[config.mk]
export PLATFORM = sky130hd
export DESIGN_NAME = multicycle_control_flat
export DESIGN_NICKNAME = d
export VERILOG_FILES = /design/src/rtl/mips_ctrl_pkg.sv /design/src/rtl/multicycle_control_if.sv /design/src/rtl/multicycle_control.sv /design/src/flat_wrapper.sv
export SDC_FILE = /design/constraint.sdc
export NUM_CORES = 1
export LEC_CHECK = 0
export BUFFER_PORTS_ARGS = -buffer_cell sky130_fd_sc_hd__buf_2
export CAP_MARGIN = 20
export CORE_MARGIN = 4
export CORE_UTILIZATION = 35
export DETAILED_ROUTE_END_ITERATION = 8
export GPL_TIMING_DRIVEN = 0
export HOLD_SLACK_MARGIN = 0.08
export PLACE_DENSITY = 0.77
export SLEW_MARGIN = 10
export SYNTH_ARGS = -nofsm -noshare
export SYNTH_HDL_FRONTEND = slang
export SYNTH_SLANG_ARGS = --single-unit
[constraint.sdc]
create_clock -name clk -period 2.15 [get_ports clk]
set_input_delay 0.215 -clock clk [delete_from_list [all_inputs] [get_ports clk]]
set_output_delay 0.215 -clock clk [all_outputs]
set_load 0.1 [all_outputs]
[src/rtl/mips_ctrl_pkg.sv]
// Shared constants for the multicycle MIPS control path: opcodes, ALUOp codes,
// mux select codes and the control FSM state encodings.
package mips_ctrl_pkg;

  localparam logic [5:0] OP_RTYPE = 6'b000000;
  localparam logic [5:0] OP_LW    = 6'b100011;
  localparam logic [5:0] OP_SW    = 6'b101011;
  localparam logic [5:0] OP_BEQ   = 6'b000100;
  localparam logic [5:0] OP_ADDI  = 6'b001000;
  localparam logic [5:0] OP_J     = 6'b000010;

  // ALUOp codes are also decoded by the ALU control unit.
  localparam logic [1:0] ALUOP_ADD   = 2'b00;
  localparam logic [1:0] ALUOP_SUB   = 2'b01;
  localparam logic [1:0] ALUOP_FUNCT = 2'b10;

  localparam logic [1:0] SRCB_REG     = 2'b00;
  localparam logic [1:0] SRCB_FOUR    = 2'b01;
  localparam logic [1:0] SRCB_IMM     = 2'b10;
  localparam logic [1:0] SRCB_IMM_SH2 = 2'b11;

  localparam logic [1:0] PCSRC_ALU    = 2'b00;
  localparam logic [1:0] PCSRC_ALUOUT = 2'b01;
  localparam logic [1:0] PCSRC_JUMP   = 2'b10;

  typedef enum logic [3:0] {
    S_FETCH  = 4'd0,
    S_DECODE = 4'd1,
    S_MEMADR = 4'd2,
    S_MEMRD  = 4'd3,
    S_MEMWB  = 4'd4,
    S_MEMWR  = 4'd5,
    S_EXEC   = 4'd6,
    S_ALUWB  = 4'd7,
    S_BRANCH = 4'd8,
    S_ADDIEX = 4'd9,
    S_ADDIWB = 4'd10,
    S_JUMP   = 4'd11
  } state_t;

  function automatic logic is_supported(input logic [5:0] op);
    return (op == OP_RTYPE) || (op == OP_LW) || (op == OP_SW) ||
           (op == OP_BEQ) || (op == OP_ADDI) || (op == OP_J);
  endfunction

endpackage

[src/rtl/multicycle_control_if.sv]
// Control bus between the multicycle control FSM (master) and the datapath (slave).
interface multicycle_control_if;

  logic [5:0] opcode;
  logic       zero;
  logic       mem_ready;
  logic [1:0] alu_op;
  logic       alu_src_a;
  logic [1:0] alu_src_b;
  logic [1:0] pc_src;
  logic       iord;
  logic       mem_read;
  logic       mem_write;
  logic       ir_write;
  logic       reg_dst;
  logic       mem_to_reg;
  logic       reg_write;
  logic       pc_en;
  logic       illegal;
  logic [3:0] state;

  modport master (
    input  opcode, zero, mem_ready,
    output alu_op, alu_src_a, alu_src_b, pc_src, iord, mem_read, mem_write,
           ir_write, reg_dst, mem_to_reg, reg_write, pc_en, illegal, state
  );

  modport slave (
    output opcode, zero, mem_ready,
    input  alu_op, alu_src_a, alu_src_b, pc_src, iord, mem_read, mem_write,
           ir_write, reg_dst, mem_to_reg, reg_write, pc_en, illegal, state
  );

endinterface

[src/rtl/multicycle_control.sv]
// Moore control FSM for the multicycle MIPS datapath (R-type, lw, sw, beq, addi, j),
// stalling FETCH/MEMRD/MEMWR on the memory ready handshake.
module multicycle_control
  import mips_ctrl_pkg::*;
(
  input logic                  clk,
  input logic                  reset,
  multicycle_control_if.master bus
);

  state_t state_q;
  state_t state_d;

  logic [1:0] alu_op;
  logic       alu_src_a;
  logic [1:0] alu_src_b;
  logic [1:0] pc_src;
  logic       iord;
  logic       mem_read;
  logic       mem_write;
  logic       ir_write;
  logic       reg_dst;
  logic       mem_to_reg;
  logic       reg_write;
  logic       illegal;
  logic       pc_write;
  logic       branch;

  always_ff @(posedge clk or posedge reset) begin
    if (reset) state_q <= S_FETCH;
    else       state_q <= state_d;
  end

  always_comb begin
    state_d = state_q;
    case (state_q)
      S_FETCH:  state_d = bus.mem_ready ? S_DECODE : S_FETCH;
      S_DECODE: begin
        case (bus.opcode)
          OP_LW, OP_SW: state_d = S_MEMADR;
          OP_RTYPE:     state_d = S_EXEC;
          OP_BEQ:       state_d = S_BRANCH;
          OP_ADDI:      state_d = S_ADDIEX;
          OP_J:         state_d = S_JUMP;
          default:      state_d = S_FETCH;
        endcase
      end
      S_MEMADR: begin
        if (bus.opcode == OP_LW)      state_d = S_MEMRD;
        else if (bus.opcode == OP_SW) state_d = S_MEMWR;
        else                          state_d = S_FETCH;
      end
      S_MEMRD:  state_d = bus.mem_ready ? S_MEMWB : S_MEMRD;
      S_MEMWB:  state_d = S_FETCH;
      S_MEMWR:  state_d = bus.mem_ready ? S_FETCH : S_MEMWR;
      S_EXEC:   state_d = S_ALUWB;
      S_ALUWB:  state_d = S_FETCH;
      S_BRANCH: state_d = S_FETCH;
      S_ADDIEX: state_d = S_ADDIWB;
      S_ADDIWB: state_d = S_FETCH;
      S_JUMP:   state_d = S_FETCH;
      default:  state_d = S_FETCH;
    endcase
  end

  // Reset forces every output low so no write enable can pulse while it is held.
  always_comb begin
    alu_op     = ALUOP_ADD;
    alu_src_a  = 1'b0;
    alu_src_b  = SRCB_REG;
    pc_src     = PCSRC_ALU;
    iord       = 1'b0;
    mem_read   = 1'b0;
    mem_write  = 1'b0;
    ir_write   = 1'b0;
    reg_dst    = 1'b0;
    mem_to_reg = 1'b0;
    reg_write  = 1'b0;
    illegal    = 1'b0;
    pc_write   = 1'b0;
    branch     = 1'b0;
    case (state_q)
      S_FETCH: begin
        mem_read  = 1'b1;
        alu_src_b = SRCB_FOUR;
        ir_write  = bus.mem_ready;
        pc_write  = bus.mem_ready;
      end
      S_DECODE: begin
        alu_src_b = SRCB_IMM_SH2;
        illegal   = !is_supported(bus.opcode);
      end
      S_MEMADR, S_ADDIEX: begin
        alu_src_a = 1'b1;
        alu_src_b = SRCB_IMM;
      end
      S_MEMRD: begin
        iord     = 1'b1;
        mem_read = 1'b1;
      end
      S_MEMWB: begin
        mem_to_reg = 1'b1;
        reg_write  = 1'b1;
      end
      S_MEMWR: begin
        iord      = 1'b1;
        mem_write = 1'b1;
      end
      S_EXEC: begin
        alu_src_a = 1'b1;
        alu_op    = ALUOP_FUNCT;
      end
      S_ALUWB: begin
        reg_dst   = 1'b1;
        reg_write = 1'b1;
      end
      S_BRANCH: begin
        alu_src_a = 1'b1;
        alu_op    = ALUOP_SUB;
        pc_src    = PCSRC_ALUOUT;
        branch    = 1'b1;
      end
      S_ADDIWB: reg_write = 1'b1;
      S_JUMP: begin
        pc_src   = PCSRC_JUMP;
        pc_write = 1'b1;
      end
      default: ;
    endcase
    if (reset) begin
      alu_op     = 2'b00;
      alu_src_a  = 1'b0;
      alu_src_b  = 2'b00;
      pc_src     = 2'b00;
      iord       = 1'b0;
      mem_read   = 1'b0;
      mem_write  = 1'b0;
      ir_write   = 1'b0;
      reg_dst    = 1'b0;
      mem_to_reg = 1'b0;
      reg_write  = 1'b0;
      illegal    = 1'b0;
      pc_write   = 1'b0;
      branch     = 1'b0;
    end
  end

  assign bus.alu_op     = alu_op;
  assign bus.alu_src_a  = alu_src_a;
  assign bus.alu_src_b  = alu_src_b;
  assign bus.pc_src     = pc_src;
  assign bus.iord       = iord;
  assign bus.mem_read   = mem_read;
  assign bus.mem_write  = mem_write;
  assign bus.ir_write   = ir_write;
  assign bus.reg_dst    = reg_dst;
  assign bus.mem_to_reg = mem_to_reg;
  assign bus.reg_write  = reg_write;
  assign bus.illegal    = illegal;
  assign bus.pc_en      = pc_write | (branch & bus.zero);
  assign bus.state      = state_q;

endmodule

[src/flat_wrapper.sv]
// flat-port wrapper written by rule: the top's interface ports become plain ports
module multicycle_control_flat import mips_ctrl_pkg::*;
  (clk, reset, bus_opcode, bus_zero, bus_mem_ready, bus_alu_op, bus_alu_src_a, bus_alu_src_b, bus_pc_src, bus_iord, bus_mem_read, bus_mem_write, bus_ir_write, bus_reg_dst, bus_mem_to_reg, bus_reg_write, bus_pc_en, bus_illegal, bus_state);
  multicycle_control_if bus_i ();
  input logic clk;
  input logic reset;
  input wire logic [$bits(bus_i.opcode)-1:0] bus_opcode;
  input wire logic [$bits(bus_i.zero)-1:0] bus_zero;
  input wire logic [$bits(bus_i.mem_ready)-1:0] bus_mem_ready;
  output wire logic [$bits(bus_i.alu_op)-1:0] bus_alu_op;
  output wire logic [$bits(bus_i.alu_src_a)-1:0] bus_alu_src_a;
  output wire logic [$bits(bus_i.alu_src_b)-1:0] bus_alu_src_b;
  output wire logic [$bits(bus_i.pc_src)-1:0] bus_pc_src;
  output wire logic [$bits(bus_i.iord)-1:0] bus_iord;
  output wire logic [$bits(bus_i.mem_read)-1:0] bus_mem_read;
  output wire logic [$bits(bus_i.mem_write)-1:0] bus_mem_write;
  output wire logic [$bits(bus_i.ir_write)-1:0] bus_ir_write;
  output wire logic [$bits(bus_i.reg_dst)-1:0] bus_reg_dst;
  output wire logic [$bits(bus_i.mem_to_reg)-1:0] bus_mem_to_reg;
  output wire logic [$bits(bus_i.reg_write)-1:0] bus_reg_write;
  output wire logic [$bits(bus_i.pc_en)-1:0] bus_pc_en;
  output wire logic [$bits(bus_i.illegal)-1:0] bus_illegal;
  output wire logic [$bits(bus_i.state)-1:0] bus_state;
  assign bus_i.opcode = bus_opcode;
  assign bus_i.zero = bus_zero;
  assign bus_i.mem_ready = bus_mem_ready;
  assign bus_alu_op = bus_i.alu_op;
  assign bus_alu_src_a = bus_i.alu_src_a;
  assign bus_alu_src_b = bus_i.alu_src_b;
  assign bus_pc_src = bus_i.pc_src;
  assign bus_iord = bus_i.iord;
  assign bus_mem_read = bus_i.mem_read;
  assign bus_mem_write = bus_i.mem_write;
  assign bus_ir_write = bus_i.ir_write;
  assign bus_reg_dst = bus_i.reg_dst;
  assign bus_mem_to_reg = bus_i.mem_to_reg;
  assign bus_reg_write = bus_i.reg_write;
  assign bus_pc_en = bus_i.pc_en;
  assign bus_illegal = bus_i.illegal;
  assign bus_state = bus_i.state;
  multicycle_control u_core (.clk(clk), .reset(reset), .bus(bus_i));
endmodule
==> run metrics <==
status finished, final reports clean; CTS tree done; Ports 30; CP Cell Sequence nand2b_4 -> nor4_4 -> a211o_4 -> buf_2; R2R cell count 5; vias in the first global route 608; pre-CTS setup slack -0.144 ns; register clock-pin slew on the reported worst setup and hold paths 0.04 ns; critical path's slowest cell dfrtp_4; Synth area leader dfrtp_1; GPL Wtd Cong 0.875; most common cell after layout, fill and taps aside buf_2; Worst Path Required 1.93 ns; n_diodes 0; max-cap viol count 0; DR WL/cell 13.9 um; pwr dens 525 mW/mm2; WL met3 105 um; skew final 0.00225 ns; starting DRC count in detailed routing 7; share of post-route cells with drive strength above 1 61.2%; Yosys cell types 31; Gate Count Post-Synth 72; top-area cell type share of the netlist area 20.9%; met2 wire length 848 um; first-pass GRT wire length 2570 um; Leak 0.000358 uW; Num CTS Buffers 3; Mapped Avg Cell Area 6.66 um2; Max clock buf depth 2; WP data arrival 1.86 ns; total wire length 1640 um; Core Util, Final 67.5%; Vias 685; Final Setup Violations 0; minimum clock period 2.07 ns; flop and latch count out of synthesis 4; H-tree levels 1; Syn Std Cell Area 479 um2; DRC Markers 0; GRT Util Overall 16.6%; Root Buffer clkbuf_4; Clock Latency Late Sink 0.23 ns; Fmax 483 MHz; met1 WL 683 um; slack of the worst reg-to-reg path 0.47 ns; postcts setup bufs 0; Die Span Y 45 um; synth warn 0; Area Overhead vs Synth 83.3%; total die area 0.00203 mm2; DR pass1 iterations 5; Initial Utilization 36.8%; final hold vios 0; Crit Path Max Fanout 7; setup ws final 0.0777 ns; Slew HR 67.1%; Total Neg Setup Slack 0 ns; Slew @ Worst Pin 0.497 ns; Final Cycle Share 96.4%; Final Max Slew Viols 0; RSZ-0062 raised after global routing no; sequential area share after synthesis 20.9%; top routing layer used met3; peak supply drop 331 uV; syn_nets 82; hold crit path type in2async; initial antenna violation count 0; most frequent cells in the layout 23 x buf_2, 7 x nor2_1, 7 x clkbuf_4, 5 x nor2_4; post-DR vias/cell 5.81; Worst Setup Start Kind flop; Die X 45 um; port bufs 28; HPWL after DPL 1290 um; nets@finish 115; DRT antenna net count 0; Rows 13; synth top area cells dfrtp_1 21%, nor2_1 12%, nor3_1 7.3%; largest net degree at the start of global routing 11; max incr delay on CP 0.52 ns; GRT overflow 0; crit end category output pin; core area 0.00130 mm2; max reg flops 4; CP Class reg2out; CTS sink cnt 4
report_power, final:
| part | internal [uW] | switching (uW) |
|---|---|---|
| registers | 81.8 | 7.79 |
| clock network | 62.5 | 31.0 |
| logic | 64.0 | 214 |
| total | 208 | 253 |
path summary, 6_finish.rpt:
| kind | end | startpoint |
|---|---|---|
| worst max register to register | u_core.bus.state[0] | u_core.bus.state[0] |
| min in group clk | u_core.bus.state[3] | bus_opcode[5] |
| worst max-delay path | bus_pc_en | u_core.bus.state[2] |
| worst min register to register | u_core.bus.state[3] | u_core.bus.state[2] |
| max in group asynchronous | u_core.bus.state[1] | reset |
| worst min-delay path | u_core.bus.state[3] | reset |
routing by layer:
metal | GRT usage (%) | vias up
li1 | - | 330
met2 | 29.7 | 26
met3 | 1.59 | 0
met1 | 21.3 | 329
met5 | 0 | -
met4 | 4.09 | 0
cell families after synthesis:
group | share of synthesized area (%)
compound gates | 21.2
xor+xnor | 5.48
simple gates | 48.0
buf+inv | 4.44
flops | 20.9
cell type report:
type                            instances  area [um2]
Buffer                                  3        21.3
Clock buffer                            3        22.5
Fill cell                             113         423
Inverter                                2        7.51
Multi-Input combinational cell         63         537
Sequential cell                         4         113
Tap cell                               15        18.8
Timing Repair Buffer                   28         159
critical path, delay by kind of cell, from the launching register on:
kind | cells | cell delay [ns]
AND/OR/NAND/NOR | 2 | 0.53
AO/OA/AOI/OAI | 1 | 0.16
buffers and inverters | 1 | 0.41
flip-flops | 1 | 0.52
through the flow:
step | total power (uW) | cell area, um2 | hold slack (ns) | cells
after global routing | 483 | 878 | 0.168 | 118
after CTS | 461 | 856 | 0.129 | 118
final | 462 | 878 | 0.137 | 118
after floorplan | 313 | 653 | 0.407 | 72
after detailed placement | 359 | 812 | 0.494 | 115
after global placement | 358 | 812 | 0.487 | 115
repair_timing:
action | in CTS | in global routing
setup endpoints to repair | 3 | 7
resized for setup | 7 | 8
hold buffers | 0 | 0
cell usage after synthesis, drive strengths merged:
| master | instances |
|---|---|
| nand2b | 3 |
| o2111ai | 1 |
| nand3 | 4 |
| nand2 | 6 |
| a21oi | 1 |
| o21a | 1 |
| o41ai | 1 |
| or4 | 2 |
| a21boi | 1 |
| a32o | 1 |
| nor4 | 3 |
| or3b | 1 |
| a211o | 1 |
| a21o | 1 |
| nor2b | 3 |
| buf | 2 |
| o22ai | 1 |
| a31o | 1 |
| dfrtp | 4 |
| xnor2 | 2 |
| xor2 | 1 |
| clkbuf | 1 |
| o21ai | 3 |
| or3 | 1 |
| inv | 2 |
| a31oi | 1 |
| nor3 | 7 |
| nor4b | 1 |
| nor2 | 15 |
Note: power is estimated with default switching activity, not from simulation.
